File: src/rtl/dmem_arbiter.sv
// -----------------------------------------------------------------------------
// dmem_arbiter
//
// Shares one single-ported 64-word data memory between instruction fetch and
// the load/store unit. Byte addresses become word addresses. Byte and halfword
// loads are extracted and sign- or zero-extended. Byte and halfword stores run
// as a two-cycle read-modify-write: read and merge in IDLE, then write in
// RMW_WR.
//
// Optional feature macro: DMEM_ARB_RR_EN
//   defined   -> two-way round-robin arbitration (fetch wins the first tie)
//   undefined -> fixed priority, LSU always wins
//
// Ports
//   clk, rst        clock; synchronous active-high reset
//   if_req/if_addr  fetch read request (byte address, bits [1:0] ignored)
//   if_gnt          fetch accepted this cycle (combinational)
//   if_rvalid/rdata fetched word, one cycle after if_gnt
//   ls_req/ls_we/ls_size/ls_unsigned/ls_addr/ls_wdata
//                   LSU request and its attributes
//   ls_gnt          LSU accepted this cycle (combinational)
//   ls_rvalid/rdata extended load data, one cycle after ls_gnt
//   ls_wdone        store committed (pulse)
//   ls_err          misaligned access rejected (pulse)
//   MemRead/MemWrite/mem_addr/mem_wdata/mem_rdata
//                   memory pins; mem_rdata is combinational from mem_addr
// -----------------------------------------------------------------------------
module dmem_arbiter (
  input  logic        clk,
  input  logic        rst,
  input  logic        if_req,
  input  logic [7:0]  if_addr,
  output logic        if_gnt,
  output logic        if_rvalid,
  output logic [31:0] if_rdata,
  input  logic        ls_req,
  input  logic        ls_we,
  input  logic [1:0]  ls_size,
  input  logic        ls_unsigned,
  input  logic [7:0]  ls_addr,
  input  logic [31:0] ls_wdata,
  output logic        ls_gnt,
  output logic        ls_rvalid,
  output logic [31:0] ls_rdata,
  output logic        ls_wdone,
  output logic        ls_err,
  output logic        MemRead,
  output logic        MemWrite,
  output logic [5:0]  mem_addr,
  output logic [31:0] mem_wdata,
  input  logic [31:0] mem_rdata
);

  typedef enum logic {IDLE = 1'b0, RMW_WR = 1'b1} state_t;

  state_t      state_q, state_d;
  logic        if_rvalid_q, if_rvalid_d;
  logic        ls_rvalid_q, ls_rvalid_d;
  logic        ls_wdone_q, ls_wdone_d;
  logic        ls_err_q, ls_err_d;
  logic [31:0] if_rdata_q;
  logic [31:0] ls_rdata_q;
  logic [5:0]  rmw_addr_q;
  logic [31:0] rmw_data_q;
  logic        rmw_start;

  // Fetch is word-granular; the low address bits carry no information.
  logic unused_if_addr_lo;
  assign unused_if_addr_lo = &{1'b0, if_addr[1:0]};

  // Misaligned: half on odd byte, word off a word boundary, or size 11.
  logic ls_misaligned;
  always_comb begin
    ls_misaligned = 1'b0;
    case (ls_size)
      2'b00:   ls_misaligned = 1'b0;
      2'b01:   ls_misaligned = ls_addr[0];
      2'b10:   ls_misaligned = |ls_addr[1:0];
      default: ls_misaligned = 1'b1;
    endcase
  end

  // ---------------------------------------------------------------------------
  // Arbitration
  // ---------------------------------------------------------------------------
  logic ls_win;
  logic if_win;

`ifdef DMEM_ARB_RR_EN
  // rr_ptr_q = 0: fetch wins the next tie; 1: LSU wins the next tie.
  logic rr_ptr_q, rr_ptr_d;

  always_comb begin
    ls_win   = ls_req && (!if_req || rr_ptr_q);
    rr_ptr_d = rr_ptr_q;
    // Only a contended grant in IDLE moves the pointer.
    if (!rst && (state_q == IDLE) && if_req && ls_req) begin
      rr_ptr_d = ~rr_ptr_q;
    end
  end

  always_ff @(posedge clk) begin
    if (rst) begin
      rr_ptr_q <= 1'b0;
    end else begin
      rr_ptr_q <= rr_ptr_d;
    end
  end
`else
  assign ls_win = ls_req;
`endif

  assign if_win = if_req && !ls_win;

  // ---------------------------------------------------------------------------
  // Load lane extraction and extension
  // ---------------------------------------------------------------------------
  logic [7:0]  rd_byte;
  logic [15:0] rd_half;
  logic [31:0] load_ext;

  always_comb begin
    rd_byte  = mem_rdata[{ls_addr[1:0], 3'b000} +: 8];
    rd_half  = ls_addr[1] ? mem_rdata[31:16] : mem_rdata[15:0];
    load_ext = mem_rdata;
    case (ls_size)
      2'b00:   load_ext = {{24{rd_byte[7] & ~ls_unsigned}}, rd_byte};
      2'b01:   load_ext = {{16{rd_half[15] & ~ls_unsigned}}, rd_half};
      default: load_ext = mem_rdata;
    endcase
  end

  // ---------------------------------------------------------------------------
  // Sub-word store merge: the current word with the target lane replaced
  // ---------------------------------------------------------------------------
  logic [31:0] merged;

  always_comb begin
    merged = mem_rdata;
    if (ls_size == 2'b00) begin
      merged[{ls_addr[1:0], 3'b000} +: 8] = ls_wdata[7:0];
    end else if (ls_addr[1]) begin
      merged[31:16] = ls_wdata[15:0];
    end else begin
      merged[15:0] = ls_wdata[15:0];
    end
  end

  // ---------------------------------------------------------------------------
  // FSM next state and memory-side outputs
  // ---------------------------------------------------------------------------
  always_comb begin
    state_d     = state_q;
    if_gnt      = 1'b0;
    ls_gnt      = 1'b0;
    MemRead     = 1'b0;
    MemWrite    = 1'b0;
    mem_addr    = ls_addr[7:2];
    mem_wdata   = ls_wdata;
    if_rvalid_d = 1'b0;
    ls_rvalid_d = 1'b0;
    ls_wdone_d  = 1'b0;
    ls_err_d    = 1'b0;
    rmw_start   = 1'b0;

    if (rst) begin
      state_d = IDLE;
    end else if (state_q == RMW_WR) begin
      // Second half of a sub-word store; nobody is granted this cycle, so a
      // fetch of the same word is served only after the write lands.
      MemWrite   = 1'b1;
      mem_addr   = rmw_addr_q;
      mem_wdata  = rmw_data_q;
      ls_wdone_d = 1'b1;
      state_d    = IDLE;
    end else if (ls_win) begin
      ls_gnt = 1'b1;
      if (ls_misaligned) begin
        ls_err_d = 1'b1;
      end else if (!ls_we) begin
        MemRead     = 1'b1;
        ls_rvalid_d = 1'b1;
      end else if (ls_size == 2'b10) begin
        MemWrite   = 1'b1;
        ls_wdone_d = 1'b1;
      end else begin
        MemRead   = 1'b1;
        rmw_start = 1'b1;
        state_d   = RMW_WR;
      end
    end else if (if_win) begin
      if_gnt      = 1'b1;
      MemRead     = 1'b1;
      mem_addr    = if_addr[7:2];
      if_rvalid_d = 1'b1;
    end
  end

  // ---------------------------------------------------------------------------
  // Registers
  // ---------------------------------------------------------------------------
  always_ff @(posedge clk) begin
    if (rst) begin
      state_q     <= IDLE;
      if_rvalid_q <= 1'b0;
      ls_rvalid_q <= 1'b0;
      ls_wdone_q  <= 1'b0;
      ls_err_q    <= 1'b0;
      if_rdata_q  <= 32'h0;
      ls_rdata_q  <= 32'h0;
      rmw_addr_q  <= 6'h0;
      rmw_data_q  <= 32'h0;
    end else begin
      state_q     <= state_d;
      if_rvalid_q <= if_rvalid_d;
      ls_rvalid_q <= ls_rvalid_d;
      ls_wdone_q  <= ls_wdone_d;
      ls_err_q    <= ls_err_d;
      if (if_rvalid_d) begin
        if_rdata_q <= mem_rdata;
      end
      if (ls_rvalid_d) begin
        ls_rdata_q <= load_ext;
      end
      if (rmw_start) begin
        rmw_addr_q <= ls_addr[7:2];
        rmw_data_q <= merged;
      end
    end
  end

  assign if_rvalid = if_rvalid_q;
  assign if_rdata  = if_rdata_q;
  assign ls_rvalid = ls_rvalid_q;
  assign ls_rdata  = ls_rdata_q;
  assign ls_wdone  = ls_wdone_q;
  assign ls_err    = ls_err_q;

endmodule

File: config.mk
export PLATFORM = sky130hd
export DESIGN_NAME = dmem_arbiter
export DESIGN_NICKNAME = d
export VERILOG_FILES = /design/src/rtl/dmem_arbiter.sv
export SDC_FILE = /design/constraint.sdc
export NUM_CORES = 1
export LEC_CHECK = 0
export ABC_AREA = 1
export CORE_UTILIZATION = 30
export DETAILED_ROUTE_END_ITERATION = 8
export GPL_TIMING_DRIVEN = 0
export PLACE_DENSITY = 0.68
export SETUP_SLACK_MARGIN = 0.02
export SYNTH_ARGS = -nofsm -noshare
export SYNTH_HDL_FRONTEND = slang
export SYNTH_SLANG_ARGS = --single-unit
File: constraint.sdc
create_clock -name clk -period 4.1 [get_ports clk]
set_clock_uncertainty 0.15 [all_clocks]
set_input_delay 0.82 -clock clk [delete_from_list [all_inputs] [get_ports clk]]
set_output_delay 0.82 -clock clk [all_outputs]
set_load 0.1 [all_outputs]
Word-level counts from Yosys, hierarchy flattened --
Index checks and enable logic that the tools add are counted.
Operators by class: bitwise gates (word level) 4, shift operators 3, equality and inequality tests 2, reductions and logical operators 5, $add $sub $neg 1, muxes and demuxes 43
Operators by type and width (number):
- $mux 32 | 3
- $pmux 32 s2 | 1
- $mux 16 | 3
- $bwmux 32 | 1
- $shift 8x7->32 const A | 1
- $shiftx 32x6->8 | 1
- $shiftx 8x7->32 | 1
- $mux 1 | 30
- $mux 6 | 4
- $neg 5->7 | 1
- $pmux 1 s3 | 1
- $reduce_or 3->1 | 1
- $and 1x1->1 | 2
- $eq 2x1->1 const B | 1
- $eq 2x2->1 const B | 1
- $logic_not 2->1 | 1
- $not 1->1 | 2
- $reduce_or 2->1 | 1
- $logic_and 1x1->1 | 1
- $logic_not 1->1 | 1
Storage, ports and cells: input bits 88, logic and storage cells 67, flip-flop bits (word level) 107

Logic depth before layout (Yosys ltp) --
Gate-level depths: netlist of the first run.
depth after elaboration 7, gate-level depth with buffers 11, depth with buffers taken out 9

Least setup slack after synthesis of the first run --
No wires, ideal clock.
path kind input port to output port, from in ls_addr[1], to out MemWrite, arrival 3.353 ns, cell stages on the path 7, path buffers 1, setup slack -0.223 ns, path through clkinv_1 -> clkbuf_1 -> ha_1 -> nand2_1 -> nand3_4 -> nand3_1 -> a21oi_1
On the way: longest elaborated chain between the ends 6
Ends and longest elaborated chain:
- start: declaration | RTL line 40 | input logic [7:0] ls_addr,
- $reduce_or 2->1 | RTL line 78 | 2'b10: ls_misaligned = |ls_addr[1:0];
- $pmux 1 s3 | RTL line 75 | case (ls_size)
- $mux 1 | RTL line 178 | if (ls_misaligned) begin
- $mux 1 | RTL line 176 | end else if (ls_win) begin
- $mux 1 | RTL line 168 | end else if (state_q == RMW_WR) begin
- $mux 1
- end: declaration | RTL line 48 | output logic MemWrite,
Every way passes these cells.

Worst setup path in the final report of the first run --
from in ls_addr[0], to out MemRead
On the way: longest elaborated chain between the ends 6
Ends and longest elaborated chain:
- $reduce_or 2->1 | RTL line 78
- $pmux 1 s3 (*) | RTL line 75
- $mux 1 (*) | RTL line 178
- $mux 1 (*) | RTL line 176
- $mux 1 (*) | RTL line 168
- $mux 1 (*) | RTL line 166 | if (rst) begin
- end: declaration | RTL line 47 | output logic MemRead,
Mark *: on every way between the ends. The rest lies on a longest branch, timed or not.

==> impl_results.md, run 1 <==
* Status: finished clean
* I/O pin count at 198
* # setup viols final at 0
* Crit end category: output pin
* Final Max Slew Viols at 0
* Syn avg cell area at around 6.8 um2
* PortBufs at between 150 and 200
* 1st-iter DRT viols at just under 600
* Worst-path fanout max at 6
* GRT overflow at 0
* Vias per cell at 5.05
* Vias in the first global route at 6515
* Leak at approximately 3.5 nW
* Final WL at approximately 24 mm
* Clock-pin slew on the worst setup and hold paths at 0.07 ns
* Simple-Gate Fraction of Synth Area at 28.9%
* Critical path type: input pin to output pin
* Die width at roughly 150 um
* Reg2Reg Setup Slack at around 2.1 ns
* Synth top area cells: dfxtp_1 35%, nand2_1 16%, a21oi_1 7.8%
* Global-route usage over all layers at a little under a quarter
* Tmin final at approximately 4.0 ns
* Syn nets at 998
* Area share of fa/ha/maj cells after synthesis at between 1 and 1.5%
* Worst slew pin tran at 1.04 ns
* Clock Sinks at approximately 110
* Core area at slightly above 20000 um2
* Initial antenna violation count at 0
* DR vias at between 6000 and 7000
* Async set or reset register ratio after synthesis at 0%
* H-tree Lvls at 3
* CTS tree: yes
* Initial Util at a little under a third
* Cell Area, Synth at 6170 um2
* Reg2Reg Depth at 7
* CTS buffer count at 9
* Drc violations at 0
* Total power at 3.06 mW
* Antenna diodes at 0
* Worst R2R Start: state_q
* Compound-gate portion of the synthesized area at about a fifth
* Yosys top cell by area: dfxtp_1
* Die height at ~150 um
* Post-synth top area share at a little over a third
* Post-synthesis sequential area ratio at 34.7%
* Main combinational cell family by area after synthesis: simple AND/OR/NAND/NOR gates
* Final Hold Vio Count at 0
* Crit path DAT at 2.98 ns
* Die area at around 21000 um2
* Worst setup SP type: input pin
* Mux contribution to synthesized area at 4.38%
* RSZ-0062 raised after global routing: no
* Commonest register cell after synthesis: dfxtp_1
* Latest clock arrival within the worst-skew pair at between 0.3 and 0.4 ns
* # rows at 52
* Cell Area, Placed at ~8400 um2
* Req. time, crit path at around 3.1 ns
* Number of synthesized flops with an enable pin at 0
* Min-delay src: rmw_data_q[23]
* Reg2reg end: if_rdata[15]
* Largest net degree at the start of global routing at 18
* Final Cycle Share at 96.4%
* Synth warn at 0
* P&R area growth vs syn at 41.2%
* Final estimated routing congestion in global placement at around 0.92
* HP Class: flop to flop
* Yosys cell types at 35
* Worst VDD drop at roughly 170 uV
* Pwr/cell area at between 300 and 400 nW/um2
* Ratio of cells with drive above 1 in the final layout at a little under an eighth
* Cell area after layout at approximately 8700 um2
* Hold Path Depth at 2
* Max-cap check violation count at 0
* HPWL Detailed at 18.9 mm
* Fillers at approximately 2100
* Slew headroom at between 30% and 40%
* Post-CTS Setup Inserts at 0
* Synth cell count leaders: 259 x nand2_1, 107 x dfxtp_1, 96 x a21oi_1
* Clock Tree Root: clkbuf_16
* Maximum clock frequency at between 0.2 and 0.3 GHz
* Clock buffer depth at 2
* WHS Endpoint: rmw_data_q[23]
* Number of synthesized register bits at about 110
* Most frequent cell after synthesis: nand2_1
* Routed Antenna Nets at 0
* First-pass GRT wire length at roughly 37 mm
* Fin nets at between 1000 and 1500
* Post-synthesis xor/xnor area fraction at 0%
* Mapped Cells at about 910
* Min Hold Slack at 0.316 ns
* Routed len/inst at roughly 18 um
* Initial DRT Pass Iterations at 5
-- state kept, by name (all words and copies together), names as in the netlist --
signal	flops
if_rdata	32
ls_rdata	32
rmw_data_q	32
rmw_addr_q	6
if_rvalid	1
ls_err	1
ls_rvalid	1
ls_wdone	1
state_q	1
-- routing by layer --
layer / wire length (um) / GRT usage [%]
met1: 10800 / 30.7
met2: 11200 / 36.9
met3: 1700 / 4.04
met4: 758 / 8.68
met5: 0 / 0
-- stage by stage --
step / worst slack, ns / utilization (%) / instances / setup TNS [ns]
floorplan: 0.0771 / - / 905 / 0
global placement: -0.905 / 41.9 / 1368 / -4.40
detailed placement: -0.922 / 41.9 / 1368 / -4.72
CTS: 0.0240 / 43.3 / 1383 / 0
global route: 0.0267 / 43.2 / 1383 / 0
finish: 0.148 / 43.2 / 1383 / 0
-- layout by cell type (no fill, tap or decap), types with 5 or more instances in the layout --
cell type        Yosys  layout
a211oi_1            14      14
a21oi_1             96      95
a21oi_2             11      12
buf_2               21      22
buf_4                5       5
buf_6                9       9
clkbuf_1            25      24
clkbuf_16            0       9
clkbuf_2             0       6
clkdlybuf4s50_1      0     154
dfxtp_1            107     107
dlygate4sd2_1        0      30
ha_1                 5       5
inv_1               55      55
mux2_2              24      24
nand2_1            259     259
nand3_1             54      54
nand3_2             11      11
nor2_1              77      77
o211ai_1            35      35
o21ai_0             64      64
-- worst max-delay path by stage --
stage,startpoint,end,slack [ns]
2_1_floorplan,rst,mem_wdata[7],0.08
5_1_grt,ls_addr[0],MemRead,0.03
3_5_place_dp,ls_addr[1],MemWrite,-0.92
6_report,ls_addr[0],MemRead,0.15
4_1_cts,ls_req,mem_addr[3],0.02
3_3_place_gp,ls_addr[1],MemWrite,-0.90
-- cells by family after synthesis --
kind of cell | after synthesis
buf+inv | 127
mux | 24
flops | 107
fa+ha+maj | 5
simple gates | 416
compound gates | 226
-- layout make-up --
| class | count | area [um2] | area share, % |
|---|---|---|---|
| plain buffers | 61 | 353 | 4.05 |
| clock buffers | 11 | 253 | 2.90 |
| clock inverters | 5 | 82.6 | 0.949 |
| inverters | 65 | 249 | 2.86 |
| multi-input cells | 671 | 3430 | 39.4 |
| flip-flops and latches | 107 | 2140 | 24.6 |
| well taps | 270 | 338 | 3.88 |
| repair buffers | 193 | 1860 | 21.3 |
-- timing repair --
action	in CTS	in global routing
endpoints found under the hold margin	0	0
gates cloned	0	0
setup endpoints to repair	39	8
resized for setup	50	14
hold buffers	0	0
-- power by group --
part	switching [mW]	internal (mW)	leakage, nW
sequential	0.0210	1.08	0.870
combinational	0.722	0.254	2.48
clock	0.412	0.572	0.166
total	1.15	1.90	3.52
-- worst max-delay path, stage by stage --
cell	delay, ns
clkdlybuf4s50_1	0.49
inv_1	0.25
ha_1	0.37
nand2_1	0.14
nand3_4	0.14
nand2_1	0.09
o22ai_2	0.09
clkdlybuf4s15_2	0.58
Note: power is estimated with default switching activity, not from simulation.
==> run 2, diff against run 1 <==
Settings changed: SLEW_MARGIN set to 20.
==> results of run 2 <==
Final layout, timing and power as in run 1 (identical DEF).
==> run 3, diff against run 2 <==
--- a/constraint.sdc
+++ b/constraint.sdc
@@ -4,2 +4,2 @@
 set_output_delay 0.82 -clock clk [all_outputs]
-set_load 0.1 [all_outputs]
+set_load 0.02 [all_outputs]
==> run 3 against run 2 <==
  * Hold slack better by 0.0036 ns
  * Fmax down 0.65%
  * Routed wire length about the same
  * Largest power group unchanged
==> impl_results.md, run 3 (synthesis results as in run 1) <==
* Max-cap check violation count at 0 (unchanged)
* Worst slew pin tran at 0.702 ns (-0.337 ns)
* P&R area growth vs syn at 42.1%
* Setup TNS at 0 ns (unchanged)
* Final Max Slew Viols at 0 (unchanged)
* Area of the multi-input gates at 3430 um2 (about the same)
* # setup viols final at 0 (unchanged)
* GRT overflow at 0 (unchanged)
* Fillers at 2127 (+0.42%)
* Clock buffer depth at 2 (unchanged)
* Reg2Reg Setup Slack at 2.27 ns (+0.19 ns)
* First-pass GRT wire length at 37.2 mm (-0.32%)
* Latest clock arrival within the worst-skew pair at 0.36 ns (about the same)
* H-tree Lvls at 3 (unchanged)
* Status: finished clean
* HP Class: flop to flop
* Critical path type: input pin to output pin
* CTS buffer count at 9 (unchanged)
* Slew headroom at 53.2% (+23 points)
* DR vias at 6893 (-1.3%)
* Clock-pin slew on the worst setup and hold paths at 0.07 ns (about the same)
* Final Cycle Share at 97.0% (+0.63 points)
* Req. time, crit path at 3.13 ns (about the same)
* Core area at 20200 um2 (unchanged)
* Die area at 21100 um2 (unchanged)
* Worst VDD drop at 216 uV (+27%)
* Die width at 145 um (unchanged)
* Core Util, Final at 43.4% (+0.29 points)
* Hold_buf cts at 0 (unchanged)
* Commonest cells after routing, fill and taps aside: 258 x nand2_1, 192 x clkdlybuf4s50_1, 107 x dfxtp_1
* Tmin final at 3.98 ns (+0.0257 ns)
* Initial DRT Pass Iterations at 6 (+1)
* Initial antenna violation count at 2 (+2)
* HPWL Detailed at 19.0 mm (+0.57%)
* Global-route usage over all layers at 23.0% (+0.035 points)
* Maximum clock frequency at 0.251 GHz (-0.65%)
* Crit end category: output pin
* Post-CTS Setup Inserts at 0 (unchanged)
* Cells after DPL at 1368 (unchanged)
* Total power at 2.69 mW (-12%)
* Crit path DAT at 3.01 ns (+0.03 ns)
* CTS tree: yes
* I/O pin count at 198 (unchanged)
* Fin nets at 1201 (unchanged)
* Largest net degree at the start of global routing at 18 (unchanged)
* Commonest non-fill, non-tap cell in the layout: nand2_1
* Final Hold Vio Count at 0 (unchanged)
* Die height at 145 um (unchanged)
* RSZ-0062 raised after global routing: no
* Worst-path fanout max at 17 (+11)
* Routed Antenna Nets at 0 (unchanged)
* Pwr/cell area at 307 nW/um2 (-13%)
* Leak at 3.47 nW (-1.3%)
* PortBufs at 193 (unchanged)
* Worst setup SP type: input pin
* Final estimated routing congestion in global placement at 0.913 (-1.2%)
* Initial Util at 30.6% (unchanged)
* Routed len/inst at 17.7 um (about the same)
* Fin cells at 1384 (+0.072%)
* Ratio of cells with drive above 1 in the final layout at 11.1% (-0.63 points)
* Final WL at 24.5 mm (about the same)
* 1st-iter DRT viols at 673 (+13%)
* Clock Tree Root: clkbuf_16
* Clock Sinks at 107 (unchanged)
* Drc violations at 0 (unchanged)
* Vias per cell at 4.98 (-1.4%)
* Sequential Area at 2140 um2 (unchanged)
* # rows at 52 (unchanged)
* Vias in the first global route at 6458 (-0.87%)
## run 3: per-stage QoR
stage	instance area (um2)	hold slack [ns]	worst slack [ns]
floorplan	6170	0.291	0.898
global placement	8440	0.302	-0.430
detailed placement	8440	0.310	-0.458
CTS	8750	0.321	0.0372
global route	8760	0.331	0.0435
finish	8760	0.319	0.122
## run 3: cell type report
cell class	count	share of cell area, %
tap	270	3.85
timing repair buffer	193	22.1
sequential	107	24.4
inverter	65	2.86
clock buffer	9	2.57
antenna	1	0.0286
clock inverter	7	1.04
buffer	61	4.03
multi-input combinational	671	39.1
## run 3: per-layer routing
layer	track usage, %	vias up	wire [um]
met4	8.84	2	778
met3	3.70	44	1670
met5	0	-	14
li1	-	3402	-
met1	31.0	3172	10800
met2	36.8	273	11200
## run 3: critical path, cell delays in order
cell and delay (ns):
clkdlybuf4s50_1 0.51, inv_4 0.21, ha_2 0.31, nand2_1 0.11
nand3_4 0.13, nand2_1 0.06, o22ai_1 0.19, clkdlybuf4s50_1 0.66
## run 3: worst paths after layout
kind	start	to	depth (start not counted)
worst max register to register	state_q	if_rdata[8]	8
worst min-delay path	rmw_data_q[23]	rmw_data_q[23]	2
worst min register to register	rmw_data_q[23]	rmw_data_q[23]	2
worst max-delay path	ls_addr[1]	MemRead	8
## run 3: power by group
part	total, mW	switching [mW]	internal [mW]
registers	1.10	0.0211	1.08
logic	0.648	0.373	0.275
clock network	0.941	0.406	0.535
total	2.69	0.800	1.89
## run 3: what timing repair did
action	4_1_cts	5_1_grt
resized for setup	4	3
hold endpoints to repair	0	0
setup endpoints to repair	3	2
